**config.mk**
```make
export PLATFORM = sky130hd
export DESIGN_NAME = uart_prog_loader
export DESIGN_NICKNAME = d
export VERILOG_FILES = /design/src/rtl/uart_loader_pkg.sv /design/src/rtl/uart_rx_core.sv /design/src/rtl/uart_prog_loader.sv
export SDC_FILE = /design/constraint.sdc
export NUM_CORES = 1
export LEC_CHECK = 0
export CAP_MARGIN = 0
export CORE_MARGIN = 3
export CORE_UTILIZATION = 58
export DETAILED_ROUTE_END_ITERATION = 12
export PLACE_DENSITY = 0.89
export SYNTH_ARGS = -nofsm -noshare
export SYNTH_HDL_FRONTEND = slang
export SYNTH_HIERARCHICAL = 1
export SYNTH_SLANG_ARGS = --single-unit
```
**constraint.sdc**
```tcl
create_clock -name clk -period 5.9 [get_ports clk]
set_clock_uncertainty 0.15 [all_clocks]
set_input_delay 1.18 -clock clk [delete_from_list [all_inputs] [get_ports clk]]
set_output_delay 1.18 -clock clk [all_outputs]
set_load 0.03 [all_outputs]
```
**src/rtl/uart_loader_pkg.sv**
```systemverilog
// Shared types and constants for the UART program loader.
// No logic; latency and backpressure are defined by the modules that import it.
package uart_loader_pkg;

  typedef enum logic [1:0] {COLLECT, WRITE, DONE} loader_state_e;

  typedef enum logic [1:0] {RX_IDLE, RX_START, RX_DATA, RX_STOP} rx_state_e;

  localparam logic [31:0] TERMINATOR_WORD = 32'hFFFF_FFFF;
  localparam int          BYTES_PER_WORD  = 4;

endpackage

```
**src/rtl/uart_rx_core.sv**
```systemverilog
// 8N1 receiver: 2-flop synchroniser, mid-bit sampling; byte_valid/rx_frame_err pulse 1 cycle
// after the stop-bit sample. No backpressure: a byte not consumed on its pulse is lost.
module uart_rx_core
  import uart_loader_pkg::*;
#(
  parameter int CLKS_PER_BIT = 87
) (
  input  logic       clk,
  input  logic       rst,
  input  logic       uart_rx,
  output logic       byte_valid,
  output logic [7:0] byte_data,
  output logic       rx_frame_err
);

  localparam int            CW        = $clog2(CLKS_PER_BIT);
  localparam logic [CW-1:0] HALF_LAST = CW'(CLKS_PER_BIT / 2 - 1);
  localparam logic [CW-1:0] BIT_LAST  = CW'(CLKS_PER_BIT - 1);

  rx_state_e     state, state_nxt;
  logic          rx_s1, rx_s2, rx_prev;
  logic [CW-1:0] cnt;
  logic [2:0]    bit_idx;
  logic [7:0]    shift;
  logic          half_hit, bit_hit;

  assign half_hit  = (cnt == HALF_LAST);
  assign bit_hit   = (cnt == BIT_LAST);
  assign byte_data = shift;

  always_comb begin
    state_nxt = state;
    case (state)
      RX_IDLE:  if (rx_prev && !rx_s2) state_nxt = RX_START;
      RX_START: if (half_hit) state_nxt = rx_s2 ? RX_IDLE : RX_DATA;
      RX_DATA:  if (bit_hit && bit_idx == 3'd7) state_nxt = RX_STOP;
      RX_STOP:  if (bit_hit) state_nxt = RX_IDLE;
      default:  state_nxt = RX_IDLE;
    endcase
  end

  always_ff @(posedge clk) begin
    if (rst) begin
      rx_s1        <= 1'b1;
      rx_s2        <= 1'b1;
      rx_prev      <= 1'b1;
      state        <= RX_IDLE;
      cnt          <= '0;
      bit_idx      <= '0;
      shift        <= '0;
      byte_valid   <= 1'b0;
      rx_frame_err <= 1'b0;
    end else begin
      rx_s1        <= uart_rx;
      rx_s2        <= rx_s1;
      rx_prev      <= rx_s2;
      state        <= state_nxt;
      byte_valid   <= 1'b0;
      rx_frame_err <= 1'b0;
      // Timer restarts on every state change and at each data-bit boundary.
      if (state != state_nxt || (state == RX_DATA && bit_hit)) begin
        cnt <= '0;
      end else if (state != RX_IDLE) begin
        cnt <= cnt + 1'b1;
      end
      if (state == RX_DATA && bit_hit) begin
        shift   <= {rx_s2, shift[7:1]};
        bit_idx <= bit_idx + 3'd1;
      end
      if (state == RX_STOP && bit_hit) begin
        if (rx_s2) byte_valid   <= 1'b1;
        else       rx_frame_err <= 1'b1;
      end
    end
  end

endmodule

```
**src/rtl/uart_prog_loader.sv**
```systemverilog
// Boot loader: UART bytes -> LE words -> SRAM port 0 from address 0; write strobe 1 cycle after 4th byte.
// No backpressure (SRAM accepts every strobe). UART_LOADER_TIMEOUT_EN adds a partial-word idle timeout.
module uart_prog_loader
  import uart_loader_pkg::*;
#(
  parameter int CLKS_PER_BIT   = 87,
  parameter int ADDR_WIDTH     = 8,
  parameter int DATA_WIDTH     = 32,
  parameter int NUM_WMASKS     = 4,
  parameter int TIMEOUT_CYCLES = 16 * CLKS_PER_BIT * 10
) (
  input  logic                  clk,
  input  logic                  rst,
  input  logic                  uart_rx,
  output logic                  csb0,
  output logic                  web0,
  output logic [NUM_WMASKS-1:0] wmask0,
  output logic [ADDR_WIDTH-1:0] addr0,
  output logic [DATA_WIDTH-1:0] din0,
  output logic                  cpu_rst,
  output logic                  load_done,
  output logic                  load_err,
  output logic [ADDR_WIDTH:0]   word_count
);

  if (CLKS_PER_BIT < 4 || DATA_WIDTH != 32 || NUM_WMASKS != DATA_WIDTH / 8 || TIMEOUT_CYCLES < 1) begin : g_bad_cfg
    $error("uart_prog_loader: unsupported parameterisation");
  end

  logic          byte_valid, rx_frame_err;
  logic [7:0]    byte_data;
  loader_state_e state, state_nxt;
  logic [1:0]    byte_idx;
  logic [23:0]   word_buf;
  logic [ADDR_WIDTH:0] addr_cnt;
  logic [31:0]   word_full;
  logic          last_byte, take_byte, do_write, set_err, clr_idx, timeout_hit;

  uart_rx_core #(.CLKS_PER_BIT(CLKS_PER_BIT)) u_rx (
    .clk         (clk),
    .rst         (rst),
    .uart_rx     (uart_rx),
    .byte_valid  (byte_valid),
    .byte_data   (byte_data),
    .rx_frame_err(rx_frame_err)
  );

  assign word_full  = {byte_data, word_buf};
  assign last_byte  = (byte_idx == 2'(BYTES_PER_WORD - 1));
  assign word_count = addr_cnt;

`ifdef UART_LOADER_TIMEOUT_EN
  localparam int TW = $clog2(TIMEOUT_CYCLES + 1);
  logic [TW-1:0] to_cnt;

  always_ff @(posedge clk) begin
    if (rst || byte_valid || byte_idx == 2'd0 || state != COLLECT) to_cnt <= '0;
    else                                                           to_cnt <= to_cnt + 1'b1;
  end

  assign timeout_hit = (to_cnt == TW'(TIMEOUT_CYCLES - 1));
`else
  assign timeout_hit = 1'b0;
`endif

  always_comb begin
    state_nxt = state;
    take_byte = 1'b0;
    do_write  = 1'b0;
    set_err   = 1'b0;
    clr_idx   = 1'b0;
    case (state)
      COLLECT: begin
        if (byte_valid) begin
          if (last_byte) begin
            clr_idx = 1'b1;
            if (word_full == TERMINATOR_WORD) begin
              state_nxt = DONE;
            end else if (addr_cnt[ADDR_WIDTH]) begin
              // SRAM already full: refuse rather than wrap onto word 0.
              set_err   = 1'b1;
              state_nxt = DONE;
            end else begin
              do_write  = 1'b1;
              state_nxt = WRITE;
            end
          end else begin
            take_byte = 1'b1;
          end
        end else if (rx_frame_err || timeout_hit) begin
          set_err = 1'b1;
          clr_idx = 1'b1;
        end
      end
      WRITE:   state_nxt = COLLECT;
      DONE:    state_nxt = DONE;
      default: state_nxt = COLLECT;
    endcase
  end

  always_ff @(posedge clk) begin
    if (rst) begin
      state     <= COLLECT;
      byte_idx  <= '0;
      word_buf  <= '0;
      addr_cnt  <= '0;
      csb0      <= 1'b1;
      web0      <= 1'b1;
      wmask0    <= '0;
      addr0     <= '0;
      din0      <= '0;
      cpu_rst   <= 1'b1;
      load_done <= 1'b0;
      load_err  <= 1'b0;
    end else begin
      state  <= state_nxt;
      csb0   <= 1'b1;
      web0   <= 1'b1;
      wmask0 <= '0;
      if (set_err) load_err <= 1'b1;
      if (clr_idx) begin
        byte_idx <= '0;
      end else if (take_byte) begin
        byte_idx <= byte_idx + 2'd1;
        case (byte_idx)
          2'd0:    word_buf[7:0]   <= byte_data;
          2'd1:    word_buf[15:8]  <= byte_data;
          2'd2:    word_buf[23:16] <= byte_data;
          default: ;
        endcase
      end
      if (do_write) begin
        csb0   <= 1'b0;
        web0   <= 1'b0;
        wmask0 <= '1;
        addr0  <= addr_cnt[ADDR_WIDTH-1:0];
        din0   <= word_full;
      end
      if (state == WRITE) addr_cnt <= addr_cnt + 1'b1;
      if (state_nxt == DONE) begin
        cpu_rst   <= 1'b0;
        load_done <= 1'b1;
      end
    end
  end

endmodule
```
==> summary.md, run 1 <==
| Metric | Value |
|---|---|
| Per-instance average area after synthesis | 9.705 um^2 |
| # clock sinks | 107 |
| Via density per instance | 5.797 |
| 1st-iter DRT viols | 228 |
| Slowest CP cell | clkdlybuf4s50_1 |
| Post-synth EDFFs | 0 |
| CTS Buf Count | 9 |
| Crit-path leading delay family | buffers and inverters |
| Pin count of the biggest net entering global routing | 74 |
| CP Cell Sequence | clkdlybuf4s50_1 |
| Core Area | 7019 um^2 |
| Sw Ratio | 0.2133 |
| Fin Hold WS | around 0.27 ns |
| GRT Residual Overflow | 0 |
| RSZ-0062 raised after global routing | false |
| Ranking of synthesized cells by area | dfxtp_1 (49%), a22o_1 (7.9%), nor2b_1 (6.2%), a21oi_1 (3.2%), nand3_1 (3.2%) |
| Sequential share of power | 0.580 |
| Final WS setup | a little under 3 ns |
| DRT Pass-1 Iters | 7 |
| Setup TNS | 0 ns |
| DP Area | 4891 um^2 |
| Initial Util | 0.6194 |
| DP Worst Slack | 2.775 ns |
| Post-Syn Area | 4348 um^2 |
| Worst Setup Start Kind | flip-flop |
| Antenna viol nets, final | 0 |
| Critical Path RT | 4.57 ns |
| Endpoint kind of the worst setup timing path | output pin |
| Number of port buffers | 60 |
| Slew @ Worst Pin | roughly 1.2 ns |
| Die width | a little over 90 um |
| Global-route wire length before repair | 15480 um |
| Pwr Density | approximately 240 nW/um^2 |
| Die height | 92.58 um |
| Antenna cell count | 0 |
| Kind of critical path | reg -> out |
| Leak | 1.804 nW |
| Gr usage total | 0.2232 |
| Share of layout cells above drive strength 1 | 0.06869 |
| Cell taking the most area after synthesis | dfxtp_1 |
| Root Buffer | clkbuf_8 |
| Area Growth Syn to Fin | 17.81% |
| DRC Markers | 0 |
| CP Buf/Inv Count | 1 |
| NetSw | between 200 and 300 uW |
| CTS max path bufs | 2 |
| Max transition margin | 0.1704 |
| Clock network power share | 0.403 |
| Logic pwr share | 0.017 |
| Sequential share of the synthesized area | 0.4927 |
| Clk pin slew, worst setup/hold paths | 0.10 ns |
| Mapped Nets | 460 |
| Gates resized, CTS repair | 0 |
| Fin. max-slew vios | 0 |
| Distinct cells, synth | 44 |
| Initial antenna violation count | 0 |
| Syn. warnings | 6 |
| Final period utilization | 0.4952 |
| Top Ports | just over 60 |
| Final Hold Viols | 0 |
| Drt wl/cell | 16.16 um |
| Clock H-tree levels | 3 |
| Worst path max stage delay | 0.73 ns |
| Max-cap violations | 0 |
| Worst Path Max Fanout | 7 |
| Final #Nets | 502 |
| Design area | just over 5000 um^2 |
| VDD IR max | 0.0001494 V |
| Final core area utilization | 0.7298 |
| Placement row count | 30 |
| Share of the synthesized area in the top cell type | 0.4927 |
| Routed WL | 9548 um |
| Status | finished, final reports clean |
| Finish-stage setup viols | 0 |
| Critical path arrival | 1.59 ns |
| Via count | 3426 |
| Layout Cells excl Fill | slightly below 600 |
| Die area | 8571 um^2 |
| Worst hold-check path type | reg -> reg |
| Min Tclk post-route | 2.922 ns |
| Pwr Total | 1.250 mW |
| Postcts setup bufs | 0 |
| FMAX | roughly 340 MHz |
| Post-CTS Hold Buffers | 0 |
| Fillers | 517 |
| CTS tree | built |
| Register bit total from synthesis | 107 |
| Post-DP HPWL | 6409 um |
| Placed cells | between 500 and 600 |
| Power Internal | 983.6 uW |
| Syn Inst Count | 448 |
| Worst-Skew Late Latency | 0.36 ns |
| Gpl congestion | ~0.84 |
| Post-synth ARST share | 0 |
| Vias in the first global route | around 3300 |
| Top FF cell, synth | dfxtp_1 |
[cell usage after synthesis (4+ instances only)]
library cell,instances
buf_2,5
dfxtp_1,107
nor3_1,11
nor2_1,31
nand2_1,33
xor2_1,10
buf_8,4
inv_1,7
xnor2_1,6
ha_1,9
a22o_1,39
clkbuf_1,16
nand3_1,28
nand4_1,13
buf_4,5
o21ai_0,4
nor2b_1,43
a21oi_1,28
mux2i_1,11
[power by group through the flow]
| stage | clock network, mW | logic, mW | registers (mW) |
|---|---|---|---|
| 4_1_cts | 0.511 | 0.0206 | 0.725 |
| 2_1_floorplan | 0 | 0.0169 | 0.741 |
| 5_1_grt | 0.540 | 0.0227 | 0.726 |
| 3_5_place_dp | 0 | 0.0206 | 0.742 |
| 6_report | 0.504 | 0.0207 | 0.725 |
| 3_3_place_gp | 0 | 0.0197 | 0.742 |
[final timing paths]
path / to / slack [ns] / cells past startpoint / startpoint
setup / recovery: word_count[0] / 2.98 / 1 / word_count[0]$_SDFFE_PP0N_
hold / removal: u_rx/rx_s2$_SDFF_PP1_ / 0.27 / 1 / u_rx/rx_s1$_SDFF_PP1_
setup reg to reg: din0[1]$_SDFFE_PP0P_ / 3.15 / 4 / u_rx/byte_data[6]$_SDFFE_PP0P_
hold reg to reg: u_rx/rx_s2$_SDFF_PP1_ / 0.27 / 1 / u_rx/rx_s1$_SDFF_PP1_
[area by class of cell]
| class | instances | area [um^2] | area share |
|---|---|---|---|
| Sequential cell | 107 | 2142 | 0.4182 |
| Inverter | 7 | 26.28 | 0.005129 |
| Clock buffer | 10 | 137.6 | 0.02687 |
| Clock inverter | 6 | 93.84 | 0.01832 |
| Multi-Input combinational cell | 302 | 1984 | 0.3874 |
| Tap cell | 96 | 120.1 | 0.02345 |
| Timing Repair Buffer | 63 | 618.1 | 0.1207 |
[registers in the layout (all words and copies together) (netlist names), 3 cells and up]
name / cells
addr0: 8
din0: 32
u_rx/bit_idx: 3
u_rx/byte_data: 8
u_rx/cnt: 7
word_buf: 24
word_count: 9
[layer usage]
layer  up-vias  GRT usage  routed length, um
met5         -          0                  0
met4         0    0.06807                 98
met3         8    0.05199                507
met2        90     0.3819               4852
met1      1664     0.2790               4089
li1       1664          -                  -
[cell usage in the layout (no fill, tap or decap), drive strengths merged]
cell,n
dfxtp,107
a31oi,2
a211oi,1
and3b,1
o211a,3
and2,2
buf,4
and4bb,2
o211ai,2
xor2,10
or2,3
nor3,12
a21oi,29
xnor2,6
inv,10
and4b,1
mux2i,11
nand4,13
nor4b,2
a221oi,2
nand4bb,1
nor2,31
and3,2
clkdlybuf4s50,59
clkbuf,10
nand2b,1
a22o,41
ha,9
o2111ai,2
nand2,33
nor2b,43
nand3,29
or4,2
o21ai,5
clkinvlp,1
nor3b,1
bufinv,2
[cell families (layout without fill, tap and decap cells)]
logic type,count (synthesis),count (layout),synth area share
muxes,11,11,0.02532
buffers and inverters,39,86,0.05324
DFF,107,107,0.4927
adders and majority gates,9,9,0.02590
xor gates and xnor gates,16,16,0.03223
and+or+nand+nor,179,179,0.2204
AOI/OAI and AO/OA,87,87,0.1502
Power figures use the tool's default switching activity.
==> run 2, diff against run 1 <==
--- a/config.mk
+++ b/config.mk
@@ -7,9 +7,9 @@
 export LEC_CHECK = 0
 export CAP_MARGIN = 0
 export CORE_MARGIN = 3
-export CORE_UTILIZATION = 58
+export CORE_UTILIZATION = 49
 export DETAILED_ROUTE_END_ITERATION = 12
-export PLACE_DENSITY = 0.89
+export PLACE_DENSITY = 0.81
 export SYNTH_ARGS = -nofsm -noshare
 export SYNTH_HDL_FRONTEND = slang
 export SYNTH_HIERARCHICAL = 1
==> constraint.sdc (replaced) <==
create_clock -name clk -period 2.35 [get_ports clk]
set_clock_uncertainty 0.15 [all_clocks]
set_input_delay 0.47 -clock clk [delete_from_list [all_inputs] [get_ports clk]]
set_output_delay 0.47 -clock clk [all_outputs]
set_load 0.03 [all_outputs]
==> run 2 against run 1 <==
  * Worst hold slack lost 0.0028 ns
  * Sequential share of layout area shrank 0.73 points
  * Global-route usage shrank 2.3 points
  * Critical path depth is the same
  * Flip-flop and latch count is the same
==> summary.md, run 2 (synthesized netlist as in run 1, its figures left out) <==
| Metric | Value |
|---|---|
| Top Ports | 61 (unchanged) |
| DRC Markers | 0 (unchanged) |
| Critical path arrival | 1.59 ns (about the same) |
| CP Buf/Inv Count | 1 (unchanged) |
| Vias in the first global route | 3265 (was 3254) |
| Final period utilization | 0.9395 |
| Die height | 100.2 um (was 92.58 um) |
| Die width | 100.2 um (was 92.58 um) |
| Share of layout cells above drive strength 1 | 0.09234 (was 0.06869) |
| Most flop-heavy register | din0 (unchanged) |
| Via count | 3479 (was 3426) |
| Clock H-tree levels | 3 (unchanged) |
| Slew @ Worst Pin | 0.5701 ns (was 1.244 ns) |
| Max transition margin | 0.6183 (was 0.1704) |
| Global-route wire length before repair | 16100 um (was 15480 um) |
| Final core area utilization | 0.6190 (was 0.7298) |
| DRT Pass-1 Iters | 6 (was 7) |
| Status | finished, final reports clean (unchanged) |
| Leak | 1.861 nW (was 1.804 nW) |
| Number of port buffers | 60 (unchanged) |
| Worst hold-check path type | reg -> reg (unchanged) |
| Setup TNS | 0 ns (unchanged) |
| Finish-stage setup viols | 0 (unchanged) |
| Worst path max stage delay | 0.73 ns (about the same) |
| Drt wl/cell | 15.99 um (was 16.16 um) |
| Core Area | 8423 um^2 (was 7019 um^2) |
| Die area | 10040 um^2 (was 8571 um^2) |
| Commonest non-fill, non-tap cell in the layout | dfxtp_1 (unchanged) |
| Slowest CP cell | clkdlybuf4s50_1 (unchanged) |
| Worst-Skew Late Latency | 0.38 ns (was 0.36 ns) |
| Postcts setup bufs | 0 (unchanged) |
| Placement row count | 33 (was 30) |
| Max-cap violations | 0 (unchanged) |
| Kind of critical path | reg -> out (unchanged) |
| Initial Util | 0.5162 (was 0.6194) |
| # clock sinks | 107 (unchanged) |
| Routed WL | 9817 um (was 9548 um) |
| Final Hold Viols | 0 (unchanged) |
| Worst Path Max Fanout | 7 (unchanged) |
| CTS max path bufs | 2 (unchanged) |
| Critical Path RT | 1.73 ns (was 4.57 ns) |
| Crit-path leading delay family | buffers and inverters (unchanged) |
| Gpl congestion | 0.9252 (was 0.8363) |
| Post-DP HPWL | 6824 um (was 6409 um) |
| Gates resized, CTS repair | 0 (unchanged) |
| CP Cell Sequence | clkdlybuf4s50_1 (unchanged) |
| Worst Setup Start Kind | flip-flop (unchanged) |
| CTS Buf Count | 9 (unchanged) |
| Area Growth Syn to Fin | 19.91% (was 17.81%) |
| GRT Residual Overflow | 0 (unchanged) |
| Initial antenna violation count | 0 (unchanged) |
| Via density per instance | 5.666 (was 5.797) |
| Pin count of the biggest net entering global routing | 57 (was 74) |
| Final #Nets | 516 (was 502) |
| Max FFs per register | 32 (unchanged) |
| Pwr Density | 564.5 nW/um^2 (was 244.1 nW/um^2) |
| Gr usage total | 0.2002 (was 0.2232) |
| Fin. max-slew vios | 0 (unchanged) |
| Post-CTS Hold Buffers | 0 (unchanged) |
| 1st-iter DRT viols | 249 (was 228) |
| Antenna viol nets, final | 0 (unchanged) |
| Fillers | 714 (was 517) |
| Min Tclk post-route | 2.208 ns |
| Root Buffer | clkbuf_8 (unchanged) |
| VDD IR max | 0.0004103 V (was 0.0001494 V) |
| Most frequent cells in the layout | dfxtp_1 (107), clkdlybuf4s50_1 (59), nor2b_1 (43) (unchanged) |
| CTS tree | built (unchanged) |
| Pwr Total | 2.943 mW (was 1.250 mW) |
| Antenna cell count | 0 (unchanged) |
| RSZ-0062 raised after global routing | false (unchanged) |
| Endpoint kind of the worst setup timing path | output pin (unchanged) |
| Clk pin slew, worst setup/hold paths | 0.10 ns (about the same) |
| FMAX | approximately 450 MHz |
run 2: cell count changes in the layout (fill, tap and decap cells not counted), sizes merged:
cell,previous run,this run
clkinv,0,1
inv,10,11
buf,4,18
bufinv,2,0
run 2: path summary, 6_finish.rpt:
| path | start | endpoint | slack (ns) | cells past startpoint |
|---|---|---|---|---|
| max | word_count[0]$_SDFFE_PP0N_ | word_count[0] | 0.14 | 1 |
| min | u_rx/rx_s1$_SDFF_PP1_ | u_rx/rx_s2$_SDFF_PP1_ | 0.27 | 1 |
| max reg2reg | word_buf[21]$_SDFFE_PP0P_ | din0[23]$_SDFFE_PP0P_ | 0.22 | 5 |
| min reg2reg | u_rx/rx_s1$_SDFF_PP1_ | u_rx/rx_s2$_SDFF_PP1_ | 0.27 | 1 |
run 2: cell type report:
cell class | count | area [um^2] | area share
Clock buffer | 10 | 127.6 | 0.02448
Sequential cell | 107 | 2142 | 0.4108
Inverter | 7 | 26.28 | 0.005040
Clock inverter | 6 | 53.80 | 0.01032
Multi-Input combinational cell | 302 | 1984 | 0.3806
Timing Repair Buffer | 77 | 748.2 | 0.1435
Tap cell | 105 | 131.4 | 0.02520
run 2: per-layer routing:
layer	up-vias	share of wire	track usage
li1	1685	-	-
met1	1669	0.45	0.2650
met2	110	0.48	0.3242
met3	15	0.057	0.04656
met4	0	0.014	0.06321
met5	-	0	0
run 2: where the power goes:
part           total [mW]  internal, mW  switching (mW)
clock                1.06         0.407           0.656
sequential           1.82          1.82         0.00528
combinational      0.0582        0.0174          0.0407
total                2.94          2.24           0.702
run 2: through the flow:
stage	hold WS [ns]	setup WS [ns]	instances	instance area, um^2
after floorplan	0.2395	0.3539	448	4348
after CTS	0.2679	0.1104	614	5214
after global placement	0.2445	0.2787	598	5032
after global routing	0.2833	0.06495	614	5214
after detailed placement	0.2432	0.2409	598	5032
final	0.2680	0.1421	614	5214
